## src/rtl/mem_arb_pkg.sv

```systemverilog
// +----------------------------------------------------------------------+
// | mem_arb_pkg : shared types and constants for the memory arbiter      |
// | Rev 1.0                                                              |
// +----------------------------------------------------------------------+
`default_nettype none

package mem_arb_pkg;

  localparam int ARB_ADDR_W = 28;
  localparam int ARB_DATA_W = 128;

  typedef enum logic [1:0] {
    S_IDLE    = 2'd0,
    S_GNT_I   = 2'd1,
    S_GNT_D   = 2'd2,
    S_RELEASE = 2'd3
  } arb_state_t;

  localparam logic GID_I = 1'b0;
  localparam logic GID_D = 1'b1;

  // On a tie the side that was not served last wins.
  function automatic logic rr_pick(input logic req_i, input logic req_d, input logic last);
    if (req_i && req_d) return ~last;
    return req_d ? GID_D : GID_I;
  endfunction

endpackage

`default_nettype wire

```

## src/rtl/mem_arbiter_if.sv

```systemverilog
// +----------------------------------------------------------------------+
// | mem_arbiter_if : one block-memory channel (request + completion)     |
// | Rev 1.0                                                              |
// +----------------------------------------------------------------------+
`default_nettype none

interface mem_arbiter_if
  import mem_arb_pkg::*;
#(
  parameter int ADDR_W = ARB_ADDR_W,
  parameter int DATA_W = ARB_DATA_W
) ();

  logic              mem_read;
  logic              mem_write;
  logic [ADDR_W-1:0] mem_addr;
  logic [DATA_W-1:0] mem_wdata;
  logic [DATA_W-1:0] mem_rdata;
  logic              mem_ready;

  modport master (
    output mem_read, mem_write, mem_addr, mem_wdata,
    input  mem_rdata, mem_ready
  );

  modport slave (
    input  mem_read, mem_write, mem_addr, mem_wdata,
    output mem_rdata, mem_ready
  );

endinterface

`default_nettype wire

```

## src/rtl/mem_arbiter.sv

```systemverilog
// +----------------------------------------------------------------------+
// | mem_arbiter : round-robin share of one memory port by I$ and D$      |
// | Rev 1.0                                                              |
// +----------------------------------------------------------------------+
`default_nettype none

module mem_arbiter
  import mem_arb_pkg::*;
#(
  parameter int ADDR_W = ARB_ADDR_W,
  parameter int DATA_W = ARB_DATA_W
) (
  input  logic          clk,
  input  logic          rst_n,
  mem_arbiter_if.slave  ic,
  mem_arbiter_if.slave  dc,
  mem_arbiter_if.master mem
);

  arb_state_t        r_state;
  logic              r_last_grant;

  logic              w_req_i;
  logic              w_req_d;
  logic              w_pick;
  logic              w_sel_read;
  logic              w_sel_write;
  logic [ADDR_W-1:0] w_sel_addr;
  logic [DATA_W-1:0] w_sel_wdata;

  assign w_req_i = ic.mem_read | ic.mem_write;
  assign w_req_d = dc.mem_read | dc.mem_write;
  assign w_pick  = rr_pick(w_req_i, w_req_d, r_last_grant);

  assign w_sel_read  = (w_pick == GID_D) ? dc.mem_read  : ic.mem_read;
  assign w_sel_write = (w_pick == GID_D) ? dc.mem_write : ic.mem_write;
  assign w_sel_addr  = (w_pick == GID_D) ? dc.mem_addr  : ic.mem_addr;
  assign w_sel_wdata = (w_pick == GID_D) ? dc.mem_wdata : ic.mem_wdata;

  always_ff @(posedge clk or negedge rst_n) begin
    if (!rst_n) begin
      r_state       <= S_IDLE;
      r_last_grant  <= GID_I;
      mem.mem_read  <= 1'b0;
      mem.mem_write <= 1'b0;
      mem.mem_addr  <= '0;
      mem.mem_wdata <= '0;
    end else begin
      case (r_state)
        S_IDLE: begin
          if (w_req_i || w_req_d) begin
            r_state       <= (w_pick == GID_D) ? S_GNT_D : S_GNT_I;
            r_last_grant  <= w_pick;
            // A request carrying both read and write is treated as a write.
            mem.mem_write <= w_sel_write;
            mem.mem_read  <= w_sel_read & ~w_sel_write;
            mem.mem_addr  <= w_sel_addr;
            mem.mem_wdata <= w_sel_wdata;
          end
        end
        S_GNT_I, S_GNT_D: begin
          if (mem.mem_ready) begin
            r_state       <= S_RELEASE;
            mem.mem_read  <= 1'b0;
            mem.mem_write <= 1'b0;
          end
        end
        S_RELEASE: r_state <= S_IDLE;
        default:   r_state <= S_IDLE;
      endcase
    end
  end

  // Completion is forwarded in the same cycle, only to the granted side.
  assign ic.mem_ready = (r_state == S_GNT_I) & mem.mem_ready;
  assign dc.mem_ready = (r_state == S_GNT_D) & mem.mem_ready;
  assign ic.mem_rdata = mem.mem_rdata;
  assign dc.mem_rdata = mem.mem_rdata;

endmodule

`default_nettype wire

```

## src/flat_wrapper.sv

```systemverilog
// flat-port wrapper written by rule: the top's interface ports become plain ports
module mem_arbiter_flat import mem_arb_pkg::*;
#(
  parameter int ADDR_W = ARB_ADDR_W,
  parameter int DATA_W = ARB_DATA_W
)
  (clk, rst_n, ic_mem_read, ic_mem_write, ic_mem_addr, ic_mem_wdata, ic_mem_rdata, ic_mem_ready, dc_mem_read, dc_mem_write, dc_mem_addr, dc_mem_wdata, dc_mem_rdata, dc_mem_ready, mem_mem_read, mem_mem_write, mem_mem_addr, mem_mem_wdata, mem_mem_rdata, mem_mem_ready);
  mem_arbiter_if #(.ADDR_W(ADDR_W), .DATA_W(DATA_W)) ic_i ();
  mem_arbiter_if #(.ADDR_W(ADDR_W), .DATA_W(DATA_W)) dc_i ();
  mem_arbiter_if #(.ADDR_W(ADDR_W), .DATA_W(DATA_W)) mem_i ();
  input  logic clk;
  input  logic rst_n;
  input wire logic [$bits(ic_i.mem_read)-1:0] ic_mem_read;
  input wire logic [$bits(ic_i.mem_write)-1:0] ic_mem_write;
  input wire logic [$bits(ic_i.mem_addr)-1:0] ic_mem_addr;
  input wire logic [$bits(ic_i.mem_wdata)-1:0] ic_mem_wdata;
  output wire logic [$bits(ic_i.mem_rdata)-1:0] ic_mem_rdata;
  output wire logic [$bits(ic_i.mem_ready)-1:0] ic_mem_ready;
  input wire logic [$bits(dc_i.mem_read)-1:0] dc_mem_read;
  input wire logic [$bits(dc_i.mem_write)-1:0] dc_mem_write;
  input wire logic [$bits(dc_i.mem_addr)-1:0] dc_mem_addr;
  input wire logic [$bits(dc_i.mem_wdata)-1:0] dc_mem_wdata;
  output wire logic [$bits(dc_i.mem_rdata)-1:0] dc_mem_rdata;
  output wire logic [$bits(dc_i.mem_ready)-1:0] dc_mem_ready;
  output wire logic [$bits(mem_i.mem_read)-1:0] mem_mem_read;
  output wire logic [$bits(mem_i.mem_write)-1:0] mem_mem_write;
  output wire logic [$bits(mem_i.mem_addr)-1:0] mem_mem_addr;
  output wire logic [$bits(mem_i.mem_wdata)-1:0] mem_mem_wdata;
  input wire logic [$bits(mem_i.mem_rdata)-1:0] mem_mem_rdata;
  input wire logic [$bits(mem_i.mem_ready)-1:0] mem_mem_ready;
  assign ic_i.mem_read = ic_mem_read;
  assign ic_i.mem_write = ic_mem_write;
  assign ic_i.mem_addr = ic_mem_addr;
  assign ic_i.mem_wdata = ic_mem_wdata;
  assign ic_mem_rdata = ic_i.mem_rdata;
  assign ic_mem_ready = ic_i.mem_ready;
  assign dc_i.mem_read = dc_mem_read;
  assign dc_i.mem_write = dc_mem_write;
  assign dc_i.mem_addr = dc_mem_addr;
  assign dc_i.mem_wdata = dc_mem_wdata;
  assign dc_mem_rdata = dc_i.mem_rdata;
  assign dc_mem_ready = dc_i.mem_ready;
  assign mem_mem_read = mem_i.mem_read;
  assign mem_mem_write = mem_i.mem_write;
  assign mem_mem_addr = mem_i.mem_addr;
  assign mem_mem_wdata = mem_i.mem_wdata;
  assign mem_i.mem_rdata = mem_mem_rdata;
  assign mem_i.mem_ready = mem_mem_ready;
  mem_arbiter #(.ADDR_W(ADDR_W), .DATA_W(DATA_W)) u_core (.clk(clk), .rst_n(rst_n), .ic(ic_i), .dc(dc_i), .mem(mem_i));
endmodule
```

## config.mk

```make
export PLATFORM = sky130hd
export DESIGN_NAME = mem_arbiter_flat
export DESIGN_NICKNAME = d
export VERILOG_FILES = /design/src/rtl/mem_arb_pkg.sv /design/src/rtl/mem_arbiter_if.sv /design/src/rtl/mem_arbiter.sv /design/src/flat_wrapper.sv
export SDC_FILE = /design/constraint.sdc
export NUM_CORES = 1
export LEC_CHECK = 0
export CORE_AREA = 2 2 335 337
export DETAILED_ROUTE_END_ITERATION = 16
export DIE_AREA = 0 0 337 339
export PLACE_DENSITY_LB_ADDON = 0.12
export SLEW_MARGIN = 40
export SYNTH_ARGS = -nofsm -noshare
export SYNTH_HDL_FRONTEND = slang
export SYNTH_SLANG_ARGS = --single-unit
```

## constraint.sdc

```tcl
create_clock -name clk -period 3.9 [get_ports clk]
set_clock_uncertainty 0.2 [all_clocks]
set_input_delay 0.975 -clock clk [delete_from_list [all_inputs] [get_ports clk]]
set_output_delay 0.975 -clock clk [all_outputs]
set_load 0.02 [all_outputs]
```

======== After elaboration in Yosys (flattened, before gate mapping) ========
Index checks and enable logic that the tools add are counted.
operators by class
  reductions and logical operators ........ 8
  order comparisons ....................... 0
  multiplexer cells ....................... 17
  equality and inequality tests ........... 5
  shift operators ......................... 0
  $mul .................................... 0
  div/mod/pow operators ................... 0
  $add $sub $neg .......................... 0
  bitwise gates (word level) .............. 7
operators with widths
  operator                                               count
  2-to-1 mux 128 bit                                     1
  2-to-1 mux 28 bit                                      1
  2-to-1 mux 1 bit                                       9
  2-to-1 mux 2 bit                                       3
  one-hot mux 2 bit (3 select lines)                     1
  == test 2 bit, second input constant                   2
  one-hot mux 1 bit (2 select lines)                     2
  AND reduction 2 bit                                    2
  AND 1 bit                                              3
  AND reduction 3 bit                                    1
  == test 2 x 1 -> 1 bit, second input constant          1
  zero test 2 bit                                        1
  inequality test 2 x 1 -> 1 bit, second input constant  1
  inequality test 2 bit, second input constant           1
  NOT 1 bit                                              2
  bitwise OR 1 bit                                       2
  nonzero test 2 bit                                     1
  OR reduction 2 bit                                     1
  logical AND 1 bit                                      1
  logical OR 1 bit                                       1
storage, ports and cells
  output and inout bits ................... 416
  ROM bits ................................ 0
  bits in registers ....................... 161
  word-level logic and storage cells ...... 43
  latch bits .............................. 0
  memories kept ........................... 0
  input port bits ......................... 447
  bits in writable memories ............... 0

======== Depth between registers and ports, before layout ========
Gate-level depths: netlist (run 1).
  depth in word-level cells ............... 9
  mapped depth ............................ 7
  gate-level depth less buffers ........... 5

======== Least setup slack after synthesis (run 1) ========
No wires, ideal clock.
  path kind ............................... input-to-reg
  from .................................... in dc_mem_write
  to ...................................... reg u_core.mem.mem_wdata[100]
  library setup time ...................... 0.126 ns
  path slack .............................. 1.499 ns
  stages on the path ...................... 7
  arrival time ............................ 2.075 ns
  required time ........................... 3.574 ns
  buffers on the path ..................... 4
  cells stage by stage .................... buf_2 or2_2 clkbuf_1 buf_2 buf_2 a31oi_1 a21oi_1
between the ends
  longest elaborated chain between the ends .. 5
  elaborated cells on any way between the ends .. 8
  classes of those cells .................. mux (4); bitwise (1); reduce/logical (3)
ends and longest elaborated chain
  item                  RTL line              source
  from (decl)           flat_wrapper.sv:20    input wire logic [$bits(dc_i.mem_write)-1:0] dc_mem_write;
  bitwise OR 1 bit *    mem_arbiter.sv:32     assign w_req_d = dc.mem_read | dc.mem_write;
  logical AND 1 bit     mem_arb_pkg.sv:24     if (req_i && req_d) return ~last;
  2-to-1 mux 1 bit      mem_arb_pkg.sv:24
  2-to-1 mux 1 bit      mem_arb_pkg.sv:25     return req_d ? GID_D : GID_I;
  2-to-1 mux 128 bit    mem_arbiter.sv:38     assign w_sel_wdata = (w_pick == GID_D) ? dc.mem_wdata : ic.mem_wdata;
  to (signal assigned)  mem_arbiter.sv:58     mem.mem_wdata <= w_sel_wdata;
  to (decl)             mem_arbiter_if.sv:22  output mem_read, mem_write, mem_addr, mem_wdata,
Every way passes the cells marked *; elsewhere a longest branch is shown, timed or not.
A chain may end at the register's enable or synchronous reset.

======== Final worst setup path (run 1) ========
  from .................................... in mem_mem_ready
  to ...................................... out dc_mem_ready
between the ends
  longest elaborated chain between the ends .. 1
ends and longest elaborated chain
  item         RTL line            source
  from (decl)  flat_wrapper.sv:30  input wire logic [$bits(mem_i.mem_ready)-1:0] mem_mem_ready;
  AND 1 bit    mem_arbiter.sv:76   assign dc.mem_ready = (r_state == S_GNT_D) & mem.mem_ready;
  to (decl)    flat_wrapper.sv:24  output wire logic [$bits(dc_i.mem_ready)-1:0] dc_mem_ready;
No other way between the ends.

==> metrics, run 1 <==
WP data required 2.72 ns; async set-reset flop share out of synthesis 100.0%; crit-path max FO 5; Finished Core Util 13.92%; FF-to-FF path depth 7; RePlAce Congestion 0.7111; Worst-Margin Slew 0.6268 ns; Max Cap Violations 0; worst hold path class in -> async; initial antenna violation count 8; reg-to-reg critical path endpoint u_core.mem.mem_wdata[72]$_DFFE_PN0P_; endpoints failing setup 0; Vias 9389; placed insts 2844; Detail Placement HPWL 38240 um; fin crit period 3.533 ns; worst path arrival time 2.36 ns; vias in the first global route 10.31k; DRT Pass-1 Iters 5; pin count of the biggest net entering global routing 69; total number of H-tree levels 4; met2 usage 15.01%; final hold vios 0; busiest grt layer met2; Post-synth EDFFs 0; root buffer cell clkbuf_16; Cells after Synth 1186; Ys Warns 0; top area cells in the synthesized netlist dfrtp_1, buf_4, a31oi_1; CP max stage cell clkdlybuf4s50_1; Fmax achieved 0.2831 GHz; first-pass GRT wire length 76520 um; CP Capture Type output pin; hold buffers post-CTS 0; CTS Sinks 161; Core Footprint 0.1104 mm2; synthesized flop and latch total 161; # resized after CTS 0; clk_lat worst skew 0.51 ns; sequential fraction of the synthesis area 40.69%; Top Ports 863; Setup Fix Bufs, Post-CTS 0; Slew HR 57.83%; First DRT Iteration DRCs 423; cell mode on critical path clkdlybuf4s50_1; WL final 53700 um; Fill cells 12.57k; worst vdd ir 0.0003236 V; number of buffers created by CTS 17; cell taking the most area after synthesis dfrtp_1; share of cells above drive strength 1 6.700%; Initial Util 8.972%; RSZ-0062 raised after global routing false; die area 0.1142 mm2; commonest non-fill, non-tap cells in the layout clkdlybuf4s50_1, dfrtp_1, a21oi_1; DRC 0; library cells used by synthesis 32; clock-pin slew on the worst setup and hold paths 0.07 ns; Mapped Area 0.009902 mm2; I/O Buffers 478; Static Leak 5.345 nW; top cell type's share of synthesized area 40.69%; Main synth FF type dfrtp_1; Routed WL per cell 18.65 um; # rows 122; setup TNS 0 ns; PD cells 769.8 mW/mm2; GR met1 Demand/Resource 10.38%; fin cells 2879; Longest Clk Path Bufs 2; syn avg cell area 8.349 um2; gr ovfl total 0; status complete, no violations; Critical R2R Launch u_core.r_state[0]$_DFFE_PN0P_; setup slack, reg-to-reg 1.53 ns; vias per cell 3.261; period utilization 90.58%; die width 337 um; CP startpoint kind input port; M3 GR Usage 3.878%; most common cell after layout, fill and taps aside clkdlybuf4s50_1; CP Class in -> out; critical path, cell by cell clkdlybuf4s50_1 -> and2_1 -> clkdlybuf4s50_1; Post-Syn Nets 1637; CTS tree yes; Area Growth Syn to Fin 55.11%; critical path's largest stage delay 0.61 ns; overall routing resource usage 9.294%; DRT antenna net count 0; Final Net Count 1826; Die Span Y 339 um; Final Max Slew Viols 0
==> how the worst max path moves through the flow <==
| stage | to | cells past startpoint | slack (ns) | from |
|---|---|---|---|---|
| 2_1_floorplan | u_core.mem.mem_wdata[100]$_DFFE_PN0P_ | 7 | 1.50 | dc_mem_write |
| 3_3_place_gp | ic_mem_ready | 3 | 0.35 | mem_mem_ready |
| 3_5_place_dp | dc_mem_ready | 3 | 0.36 | mem_mem_ready |
| 4_1_cts | dc_mem_ready | 3 | 0.35 | mem_mem_ready |
| 5_1_grt | dc_mem_ready | 3 | 0.31 | mem_mem_ready |
| 6_report | dc_mem_ready | 3 | 0.37 | mem_mem_ready |
==> area by class of cell <==
| cell class | count | area, um2 | share of cell area (%) |
|---|---|---|---|
| diodes | 3 | 7.507 | 0.04888 |
| clock buffers | 18 | 439.2 | 2.859 |
| clock inverters | 14 | 146.4 | 0.9532 |
| inverters | 3 | 11.26 | 0.07332 |
| multi-input cells | 661 | 3440 | 22.40 |
| flip-flops and latches | 161 | 4029 | 26.23 |
| well taps | 1488 | 1862 | 12.12 |
| repair buffers | 531 | 5424 | 35.32 |
==> where the power goes <==
group	switching (W)	internal, W	total (W)
Clock	0.000945	0.000920	0.00187
Sequential	0.000505	0.00254	0.00305
Combinational	0.00393	0.00298	0.00691
==> synthesized netlist by cell type (2+ instances only) <==
library cell  count
o21ai_1           2
and2_1            3
nand2b_1          2
o31ai_1           2
a31oi_1         156
nor2_1          158
inv_1             3
buf_2            34
a2bb2oi_1         2
dfrtp_1         161
clkbuf_1         55
ha_1              4
buf_4           257
a21oi_1         160
o21ai_0         156
or2_2             2
buf_1             3
buf_6            12
==> cell families (layout without fill, tap and decap cells) <==
| group | after synthesis | in the layout | share of synthesized area, % |
|---|---|---|---|
| AO/OA/AOI/OAI | 485 | 485 | 27.02 |
| AND/OR/NAND/NOR | 171 | 171 | 6.811 |
| flip-flops | 161 | 161 | 40.69 |
| other | 0 | 3 | 0 |
| buffers and inverters | 364 | 566 | 24.88 |
| adder cells (fa/ha/maj) | 4 | 4 | 0.5055 |
| multiplexers | 1 | 1 | 0.1011 |
==> worst max-delay path: cells and delay by family <==
family | cells | cell delay, ns
buf+inv | 2 | 1.20
simple gates | 1 | 0.18
==> state kept, by name (all words and copies together) (netlist names) <==
signal,flops
u_core.mem.mem_addr,28
u_core.mem.mem_read,1
u_core.mem.mem_wdata,128
u_core.mem.mem_write,1
u_core.r_last_grant,1
u_core.r_state,2
==> through the flow <==
step	hold slack (ns)	worst slack, ns	area, um2	power (W)
3_3_place_gp	0.3115	0.3490	14770	0.01022
2_1_floorplan	0.3170	1.499	9902	0.006885
6_report	0.2630	0.3674	15360	0.01182
4_1_cts	0.2394	0.3468	15350	0.01220
5_1_grt	0.2515	0.3067	15360	0.01278
3_5_place_dp	0.3180	0.3565	14770	0.01017
==> routing by layer <==
layer | up-vias | routed length [um]
met5 | - | 49
met2 | 413 | 25390
li1 | 4275 | -
met4 | 8 | 2266
met1 | 4553 | 21150
met3 | 140 | 4851
Power figures use the tool's default switching activity.
==> run 2, diff against run 1 <==
--- a/config.mk
+++ b/config.mk
@@ -5,9 +5,9 @@
 export SDC_FILE = /design/constraint.sdc
 export NUM_CORES = 1
 export LEC_CHECK = 0
-export CORE_AREA = 2 2 335 337
+export CORE_AREA = 4 4 337 339
 export DETAILED_ROUTE_END_ITERATION = 16
-export DIE_AREA = 0 0 337 339
+export DIE_AREA = 0 0 341 343
 export PLACE_DENSITY_LB_ADDON = 0.12
 export SLEW_MARGIN = 40
 export SYNTH_ARGS = -nofsm -noshare
==> metrics, run 2 (same netlist as run 1, synthesis figures left out) <==
total chip power 0.01186 W (was 0.01182 W); reg-to-reg critical path endpoint u_core.mem.mem_wdata[81]$_DFFE_PN0P_ (was u_core.mem.mem_wdata[72]$_DFFE_PN0P_); First DRT Iteration DRCs 436 (was 423); status complete, no violations (unchanged); worst path arrival time 2.30 ns (was 2.36 ns); Detail Placement HPWL 39890 um (was 38240 um); met2 usage 15.42% (was 15.01%); I/O Buffers 478 (unchanged); placed insts 2847 (was 2844); initial antenna violation count 9 (was 8); setup slack, reg-to-reg 1.60 ns (was 1.53 ns); most common cell after layout, fill and taps aside clkdlybuf4s50_1 (unchanged); area of the multi-input gates 0.003440 mm2 (unchanged); hold buffers post-CTS 0 (unchanged); Area Growth Syn to Fin 55.28% (was 55.11%); placed instance area 0.01474 mm2 (was 0.01477 mm2); Routed WL per cell 19.21 um (was 18.65 um); share of cells above drive strength 1 6.763% (was 6.700%); DRT antenna net count 0 (unchanged); # rows 122 (unchanged); Initial Util 8.972% (unchanged); root buffer cell clkbuf_16 (unchanged); first-pass GRT wire length 77960 um (was 76520 um); CTS tree yes (unchanged); CP startpoint kind input port (unchanged); number of buffers created by CTS 17 (unchanged); Vias 9386 (was 9389); Die Span Y 343 um (was 339 um); Longest Clk Path Bufs 2 (unchanged); Final Max Slew Viols 0 (unchanged); register area 0.004029 mm2 (unchanged); CTS Sinks 161 (unchanged); final hold vios 0 (unchanged); Largest register FFs 128 (unchanged); clock-pin slew on the worst setup and hold paths 0.08 ns (was 0.07 ns); Static Leak 5.350 nW (was 5.345 nW); Core Footprint 0.1104 mm2 (unchanged); WP data required 2.72 ns (about the same); die width 341 um (was 337 um); Final Net Count 1829 (was 1826); DRC 0 (unchanged); M3 GR Usage 4.064% (was 3.878%); Slew HR 47.66% (was 57.83%); crit-path max FO 5 (unchanged); vias per cell 3.257 (was 3.261); pin count of the biggest net entering global routing 73 (was 69); Critical R2R Launch u_core.r_state[0]$_DFFE_PN0P_ (unchanged); endpoints failing setup 0 (unchanged); GR met1 Demand/Resource 9.978% (was 10.38%); Regs by FF count u_core.mem.mem_wdata (128), u_core.mem.mem_addr (28), u_core.r_state (2) (unchanged); busiest grt layer met2 (unchanged); overall routing resource usage 9.231% (was 9.294%); PD cells 771.3 mW/mm2 (was 769.8 mW/mm2); commonest non-fill, non-tap cells in the layout clkdlybuf4s50_1, dfrtp_1, a21oi_1 (unchanged); Biggest register u_core.mem.mem_wdata (unchanged); WL final 55360 um (was 53700 um); RSZ-0062 raised after global routing false (unchanged); vias in the first global route 10.45k (was 10.31k); Fmax achieved 0.2879 GHz (was 0.2831 GHz); RePlAce Congestion 0.7116 (was 0.7111); period utilization 89.08% (was 90.58%); Finished Cell Area 0.01538 mm2 (was 0.01536 mm2); worst vdd ir 0.0003152 V (was 0.0003236 V); Max Cap Violations 0 (unchanged); setup TNS 0 ns (unchanged); clk_lat worst skew 0.49 ns (was 0.51 ns); worst hold path class in -> async (unchanged); Top Ports 863 (unchanged); total number of H-tree levels 4 (unchanged); FF-to-FF path depth 6 (was 7); CP Class in -> out (unchanged); # resized after CTS 0 (unchanged); fin crit period 3.474 ns (was 3.533 ns); CP Capture Type output pin (unchanged); Fill cells 12.58k (was 12.57k); die area 0.1170 mm2 (was 0.1142 mm2); Worst-Margin Slew 0.7851 ns (was 0.6268 ns); gr ovfl total 0 (unchanged); Setup Fix Bufs, Post-CTS 0 (unchanged); fin cells 2882 (was 2879); DRT Pass-1 Iters 5 (unchanged)
## run 2: changes by cell type in the layout (fill, tap and decap cells not counted), sizes merged, moves of 2 or more
cell,previous run,this run
buf,53,56
bufinv,1,4
clkinvlp,1,3
inv,11,5
## run 2: where the power goes
part           internal (W)  switching [W]
sequential          0.00254       0.000511
combinational       0.00288        0.00394
clock               0.00109       0.000894
total               0.00651        0.00535
## run 2: stage by stage
| stage | util [%] | hold slack [ns] | setup slack [ns] |
|---|---|---|---|
| after floorplan | - | 0.3170 | 1.499 |
| after global routing | 13.93 | 0.1984 | 0.3469 |
| final | 13.93 | 0.2244 | 0.4260 |
| after CTS | 13.92 | 0.1784 | 0.3977 |
| after global placement | 13.34 | 0.3108 | 0.3958 |
| after detailed placement | 13.36 | 0.3164 | 0.4040 |
## run 2: critical path, cell delays in order
cell and delay [ns]:
clkdlybuf4s50_1 0.54, and2_1 0.16, clkdlybuf4s50_1 0.62
## run 2: worst max-delay path by stage
stage | startpoint | end | slack [ns]
6_report | mem_mem_ready | dc_mem_ready | 0.43
5_1_grt | mem_mem_ready | dc_mem_ready | 0.35
4_1_cts | mem_mem_ready | dc_mem_ready | 0.40
3_5_place_dp | mem_mem_ready | ic_mem_ready | 0.40
3_3_place_gp | mem_mem_ready | ic_mem_ready | 0.40
2_1_floorplan | dc_mem_write | u_core.mem.mem_wdata[100]$_DFFE_PN0P_ | 1.50
## run 2: layout make-up
type	count	area share, %
sequential	161	26.20
tap	1488	12.11
timing repair buffer	534	35.11
multi-input combinational	661	22.37
clock buffer	19	2.881
inverter	3	0.07324
antenna	4	0.06510
clock inverter	12	1.188
## run 2: routing by layer
metal / wire length, um / share of wire, % / up-vias
met5: 42 / 0.076 / -
met4: 2106 / 3.8 / 8
met3: 5400 / 9.8 / 123
met2: 26740 / 48 / 445
met1: 21070 / 38 / 4529
li1: - / - / 4281
==> run 3, diff against run 2 <==
--- a/config.mk
+++ b/config.mk
@@ -8,7 +8,7 @@
 export CORE_AREA = 4 4 337 339
 export DETAILED_ROUTE_END_ITERATION = 16
 export DIE_AREA = 0 0 341 343
-export PLACE_DENSITY_LB_ADDON = 0.12
+export PLACE_DENSITY_LB_ADDON = 0.05
 export SLEW_MARGIN = 40
 export SYNTH_ARGS = -nofsm -noshare
 export SYNTH_HDL_FRONTEND = slang
==> metrics, run 3 (same netlist as run 1, synthesis figures left out) <==
# resized after CTS 0 (unchanged); Fmax achieved 0.2967 GHz (was 0.2879 GHz); FF-to-FF path depth 7 (was 6); fin crit period 3.370 ns (was 3.474 ns); reg-to-reg critical path endpoint u_core.mem.mem_wdata[43]$_DFFE_PN0P_ (was u_core.mem.mem_wdata[81]$_DFFE_PN0P_); Routed WL per cell 20.78 um (was 19.21 um); status complete, no violations (unchanged); Slew HR 54.17% (was 47.66%); Setup Fix Bufs, Post-CTS 0 (unchanged); Area Growth Syn to Fin 54.25% (was 55.28%); commonest non-fill, non-tap cells in the layout clkdlybuf4s50_1, dfrtp_1, a21oi_1 (unchanged); initial antenna violation count 8 (was 9); Final Max Slew Viols 0 (unchanged); Logic pwr share 58.0% (was 57.5%); Power Internal 0.006445 W (was 0.006511 W); Detail Route met2 WL 30340 um (was 26740 um); worst vdd ir 0.0003190 V (was 0.0003152 V); Regs by FF count u_core.mem.mem_wdata (128), u_core.mem.mem_addr (28), u_core.r_state (2) (unchanged); first-pass GRT wire length 82210 um (was 77960 um); WL final 59550 um (was 55360 um); Longest Clk Path Bufs 2 (unchanged); Vias 9343 (was 9386); vias per cell 3.260 (was 3.257); switching power total 0.005465 W (was 0.005348 W); share of cells above drive strength 1 5.466% (was 6.763%); CP Capture Type output pin (unchanged); DRC 0 (unchanged); Final Net Count 1810 (was 1829); RePlAce Congestion 0.6756 (was 0.7116); Biggest register u_core.mem.mem_wdata (unchanged); CP Class in -> out (unchanged); CTS Sinks 161 (unchanged); root buffer cell clkbuf_16 (unchanged); DRT antenna net count 0 (unchanged); clk_lat worst skew 0.50 ns (was 0.49 ns); crit-path max FO 3 (was 5); number of buffers created by CTS 17 (unchanged); worst path arrival time 2.20 ns (was 2.30 ns); highest metal used met5 (unchanged); I/O Buffers 478 (unchanged); Top Ports 863 (unchanged); die width 341 um (unchanged); PD cells 779.8 mW/mm2 (was 771.3 mW/mm2); period utilization 86.42% (was 89.08%); clock power share 16.6% (was 16.7%); Critical R2R Launch u_core.r_state[1]$_DFFE_PN0P_ (was u_core.r_state[0]$_DFFE_PN0P_); Worst-Margin Slew 0.6875 ns (was 0.7851 ns); switching portion of total power 45.88% (was 45.10%); worst hold path class in -> async (unchanged); WP data required 2.72 ns (about the same); gr ovfl total 0 (unchanged); Initial Util 8.972% (unchanged); sequential power share 25.4% (was 25.8%); Detail Placement HPWL 40690 um (was 39890 um); final hold vios 0 (unchanged); vias in the first global route 10.17k (was 10.45k); First DRT Iteration DRCs 344 (was 436); met3 WL 4496 um (was 5400 um); CTS tree yes (unchanged); endpoints failing setup 0 (unchanged); Max Cap Violations 0 (unchanged); total chip power 0.01191 W (was 0.01186 W); most common cell after layout, fill and taps aside clkdlybuf4s50_1 (unchanged); clock-pin slew on the worst setup and hold paths 0.09 ns (was 0.08 ns); Largest register FFs 128 (unchanged); setup TNS 0 ns (unchanged); Core Footprint 0.1104 mm2 (unchanged); hold buffers post-CTS 0 (unchanged); die area 0.1170 mm2 (unchanged); Die Span Y 343 um (unchanged); RSZ-0062 raised after global routing false (unchanged); Static Leak 5.268 nW (was 5.350 nW); pin count of the biggest net entering global routing 82 (was 73); Met1 Routed Length 22960 um (was 21070 um); # rows 122 (unchanged); overall routing resource usage 9.876% (was 9.231%); setup slack, reg-to-reg 1.67 ns (was 1.60 ns); CP startpoint kind input port (unchanged); total number of H-tree levels 4 (unchanged); DRT Pass-1 Iters 7 (was 5)
## run 3: changes by cell type in the layout (fill, tap and decap cells not counted), sizes merged
cell | before | now
bufinv | 4 | 3
buf | 56 | 37
clkbuf | 20 | 22
diode | 4 | 6
## run 3: routing by layer
| metal | vias to the layer above | GRT usage [%] |
|---|---|---|
| met3 | 132 | 3.832 |
| met2 | 374 | 17.19 |
| met4 | 2 | 3.921 |
| li1 | 4241 | - |
| met1 | 4594 | 10.81 |
| met5 | - | 0 |
## run 3: final cells by class
type                    count  area (um2)
flip-flops and latches    161        4029
well taps                1488        1862
repair buffers            515        5304
clock inverters            11       152.6
fillers                 12580       95090
clock buffers              21       460.4
multi-input cells         661        3440
inverters                   3       11.26
diodes                      6       15.01
## run 3: power by group through the flow
stage	logic, W	registers [W]	clock network (W)
3_5_place_dp	0.00716	0.00306	0
4_1_cts	0.00718	0.00304	0.00215
6_report	0.00691	0.00302	0.00198
5_1_grt	0.00754	0.00314	0.00216
2_1_floorplan	0.00287	0.00401	0
3_3_place_gp	0.00721	0.00306	0
## run 3: worst max path at each step
stage                                            end  slack [ns]  depth (start not counted)          start
2_1_floorplan  u_core.mem.mem_wdata[100]$_DFFE_PN0P_        1.50                          7   dc_mem_write
3_3_place_gp                            ic_mem_ready        0.52                          3  mem_mem_ready
3_5_place_dp                            dc_mem_ready        0.52                          3  mem_mem_ready
4_1_cts                                 dc_mem_ready        0.52                          3  mem_mem_ready
5_1_grt                                 dc_mem_ready        0.50                          3  mem_mem_ready
6_report                                dc_mem_ready        0.53                          3  mem_mem_ready
## run 3: worst max-delay path: stages
cell and delay (ns):
clkdlybuf4s50_1 0.49, and2_1 0.13, clkdlybuf4s50_1 0.60
## run 3: through the flow
step	util [%]	setup slack (ns)	hold slack [ns]	area [um2]	std cells
3_3_place_gp	13.27	0.5199	0.3083	14650	2828
5_1_grt	13.83	0.4999	0.3123	15270	2863
3_5_place_dp	13.27	0.5241	0.3167	14650	2828
6_report	13.84	0.5295	0.3074	15270	2866
2_1_floorplan	-	1.499	0.3170	9902	1186
4_1_cts	13.83	0.5165	0.2798	15260	2860
==> patch 1: new RTL, flow settings as in run 1 <==
`ARB_DATA_W`: 128 -> 64.
--- a/src/rtl/mem_arb_pkg.sv
+++ b/src/rtl/mem_arb_pkg.sv
@@ -7,7 +7,7 @@
 package mem_arb_pkg;
 
   localparam int ARB_ADDR_W = 28;
-  localparam int ARB_DATA_W = 128;
+  localparam int ARB_DATA_W = 64;
 
   typedef enum logic [1:0] {
     S_IDLE    = 2'd0,
Interface: changed (6 resized); port bits go from 863 to 479. The function was not compared with the original's and may differ.
==> patch 1 against run 1 <==
Wire length fell by 34%. Via count decreased by 40%. Worst setup slack better by 0.10 ns. Area after synthesis shrank 41%. Cell area down 36%. Total power down 41%. Worst hold slack better by 0.030 ns. Synthesized cell count decreased by 41%. Sequential cell count shrank 64. Largest power group unchanged. Highest routed layer unchanged.
==> patch 1: results (changes against run 1) <==
drt-initial-drc-count: 265  # -37%
io_buffers: 286  # -40%
max_stage_delay_ns: 0.74  # +0.13 ns
netlist_top_cells_area: "dfrtp_1 (42%), buf_4 (17%), a31oi_1 (9.9%)"
rrSetupSlack_ns: 1.36  # -0.17 ns
outcome: "complete, no violations"
dp_cells: 2296  # -19%
netlist-cell-type-count: 31  # -3.1%
viasPerCell: 2.441  # -25%
first_pass_iters: 4  # -1
vdd_ir_drop_max_uv: 367.4  # +14%
grt_pass1_wl_mm: 49.73  # -35%
r2r-end: "u_core.mem.mem_write"
clk_pin_slew_ns: 0.10  # +0.03 ns
ctsHtreeMaxLevel: 3  # -1
syn_inst: 694  # -41%
ys_seq_area_share_pct: 41.84  # +1.2 points
gp_congestion: 0.6623  # -6.9%
place_area_mm2: 0.009602  # -35%
nets: 1078  # -41%
grt_start_max_net_pins: 65  # -5.8%
grt_use_total_pct: 6.202  # -3.1 points
clock_latency_ns: 0.42  # -0.09 ns
preCtsSetupSlack_ns: 0.4375  # +0.08104 ns
num_vias: 5649  # -40%
antenna_found_initial: 11  # +3
syn_nets: 953  # -42%
## patch 1: changes by cell type in the layout (fill, tap and decap cells not counted), sizes merged, moves of 33 or more
cell	change
a31oi	-64
nor2	-64
dfrtp	-64
a21oi	-64
o21ai	-64
clkdlybuf4s50	-194
buf	-33
## patch 1: final cells by class
type / instances / area (um2)
timing repair buffer: 303 / 3137
multi-input combinational: 405 / 2165
clock buffer: 9 / 225.2
clock inverter: 7 / 61.31
inverter: 3 / 11.26
antenna: 2 / 5.005
tap: 1488 / 1862
fill: 12820 / 100500
sequential: 97 / 2427
## patch 1: logic make-up (layout without fill, tap and decap cells)
group	after synthesis	in the layout	share of synthesized area (%)
muxes	1	1	0.1725
buffers and inverters	192	322	21.48
other	0	2	0
DFF	97	97	41.84
AOI/OAI and AO/OA	293	293	28.16
and+or+nand+nor	107	107	7.484
adders and majority gates	4	4	0.8627
## patch 1: worst max path at each step
| stage | cells after the start | slack (ns) | start | to |
|---|---|---|---|---|
| after floorplan | 6 | 1.52 | dc_mem_write | u_core.mem.mem_wdata[32] |
| after global placement | 3 | 0.43 | mem_mem_ready | dc_mem_ready |
| after detailed placement | 3 | 0.44 | mem_mem_ready | dc_mem_ready |
| after CTS | 3 | 0.43 | mem_mem_ready | dc_mem_ready |
| after global routing | 3 | 0.41 | mem_mem_ready | dc_mem_ready |
| final | 3 | 0.47 | mem_mem_ready | dc_mem_ready |
## patch 1: layer usage
metal / part of all wire (%) / track usage, % / up-vias
met4: 2.2 / 2.251 / 12
li1: - / - / 2571
met3: 9.8 / 2.923 / 62
met1: 44 / 7.620 / 2784
met2: 44 / 9.358 / 220
met5: 0.19 / 0 / -
## patch 1: critical path: cells and delay by family
family                 cells  cell delay, ns
buffers and inverters      2            0.89
AND/OR/NAND/NOR            1            0.38
## patch 1: stage by stage
stage / util, % / hold slack [ns]
CTS: 8.960 / 0.2541
finish: 8.964 / 0.2934
global placement: 8.697 / 0.3123
global route: 8.962 / 0.2856
floorplan: - / 0.3143
detailed placement: 8.700 / 0.3205
## patch 1: power breakdown
group | leakage [uW] | switching, uW | total [uW] | internal (uW)
logic | 0.00192 | 2460 | 4170 | 1720
registers | 0.00109 | 287 | 1820 | 1530
clock network | 0.000140 | 595 | 1040 | 450
total | 0.00315 | 3340 | 7030 | 3690
==> patch 2: new RTL, flow settings as in run 1 <==
Made on the original files. The 4 states of `arb_state_t` get a Gray code encoding in 2 bits.
--- a/src/rtl/mem_arb_pkg.sv
+++ b/src/rtl/mem_arb_pkg.sv
@@ -10,10 +10,10 @@
   localparam int ARB_DATA_W = 128;
 
   typedef enum logic [1:0] {
-    S_IDLE    = 2'd0,
-    S_GNT_I   = 2'd1,
-    S_GNT_D   = 2'd2,
-    S_RELEASE = 2'd3
+    S_IDLE    = 2'b00,
+    S_GNT_I   = 2'b01,
+    S_GNT_D   = 2'b11,
+    S_RELEASE = 2'b10
   } arb_state_t;
 
   localparam logic GID_I = 1'b0;
Formal check against the unedited RTL: same outputs for any inputs over 4 cycles, from zero or initial values and one cycle with rst_n low; so few cycles prove little.
==> patch 2 against run 1 <==
Utilization decreased by 0.81 points. Sequential cell count unchanged. Total power decreased by 4.9%. Maximum frequency decreased by 1.7%. Wire length is 8.5% lower. Synthesized cell count shrank 4.2%. Area after synthesis decreased by 6.8%. Worst hold slack worse by 0.059 ns. Cell count decreased by 1.6%. First-iteration DRC count fell by 29%. Cell area fell by 5.8%. Worst setup slack worse by 0.061 ns. Die area unchanged.
==> patch 2: results (changes against run 1) <==
netlist-cell-type-count: 20  # -38%
rr_worst_depth: 6  # -1
powerDensity_mw_per_mm2: 777.1  # +0.94%
viasPerCell: 2.938  # -9.9%
nets: 1777  # -2.7%
drive_gt1_share_pct: 4.396  # -2.3 points
r2r-start: "u_core.r_last_grant"
grt_start_max_net_pins: 88  # +28%
first_pass_iters: 4  # -1
wirelength_met1_mm: 17.10  # -19%
routedWlPerCell_um: 17.34  # -7.1%
outcome: "complete, no violations"
synth_common_cells: "a21oi_1 (313), buf_4 (261), dfrtp_1 (161)"
arrival_ns: 2.42  # +0.06 ns
place_area_mm2: 0.01389  # -5.9%
rrSetupSlack_ns: 1.90  # +0.37 ns
syn_nets: 1583  # -3.3%
clk_pin_slew_ns: 0.09  # +0.02 ns
ys_seq_area_share_pct: 43.64  # +2.9 points
worst_pin_slew_ns: 0.6940  # +0.06719 ns
r2r-end: "u_core.mem.mem_wdata[59]"
gp_congestion: 0.6916  # -2.7%
num_vias: 8324  # -11%
grt_pass1_wl_mm: 67.78  # -11%
drt-initial-drc-count: 301  # -29%
leakagePower_uw: 0.005317  # -0.52%
syn_avg_cell_area_um2: 8.127  # -2.7%
antenna_found_initial: 10  # +2
grt_use_total_pct: 8.441  # -0.85 points
vdd_ir_drop_max_uv: 321.8  # -0.57%
wl_met3_mm: 5.656  # +17%
preCtsSetupSlack_ns: 0.3186  # -0.03789 ns
fillCellCount: 12660  # +0.66%
critPathMaxFanout: 4  # -1
## patch 2: cell types whose count changed after synthesis, sizes merged, moves of 2 or more
cell	run 1	this run
nand2	1	159
nor2	158	160
o21ai	158	5
or2	2	0
a31oi	156	1
o31ai	2	0
a21oi	160	313
and3	0	2
clkbuf	55	14
and2	3	0
a2bb2oi	2	0
buf	306	312
ha	4	0
## patch 2: worst register-to-register path, delay by kind of cell (launching register included)
kind                   cells  cell delay (ns)
and+or+nand+nor            1             0.30
AOI/OAI and AO/OA          3             0.49
DFF                        1             0.41
buffers and inverters      2             0.51
## patch 2: power breakdown
group	switching, uW	internal [uW]
clock	921	903
combinational	3700	2690
sequential	480	2540
total	5100	6140
## patch 2: area by class of cell
class / instances / area share [%]
multi-input cells: 647 / 20.02
clock inverters: 13 / 0.8735
repair buffers: 501 / 35.24
clock buffers: 18 / 3.036
flip-flops and latches: 161 / 27.85
inverters: 2 / 0.05189
well taps: 1488 / 12.87
diodes: 3 / 0.05189
## patch 2: cell families (layout without fill, tap and decap cells)
logic type | count (synthesis) | count (layout) | synth area share (%)
AOI/OAI and AO/OA | 323 | 323 | 17.70
buffers and inverters | 328 | 534 | 25.37
DFF | 161 | 161 | 43.64
other | 0 | 3 | 0
and+or+nand+nor | 324 | 324 | 13.29
## patch 2: layer usage
| metal | global-route usage (%) | vias to the layer above |
|---|---|---|
| li1 | - | 3824 |
| met1 | 8.186 | 3941 |
| met2 | 14.21 | 382 |
| met3 | 4.668 | 163 |
| met4 | 4.594 | 14 |
| met5 | 0 | - |
## patch 2: how the worst max path moves through the flow
stage	to	slack, ns
global placement	ic_mem_ready	0.33
global route	ic_mem_ready	0.26
floorplan	ic_mem_ready	1.40
detailed placement	ic_mem_ready	0.32
finish	ic_mem_ready	0.31
CTS	ic_mem_ready	0.31
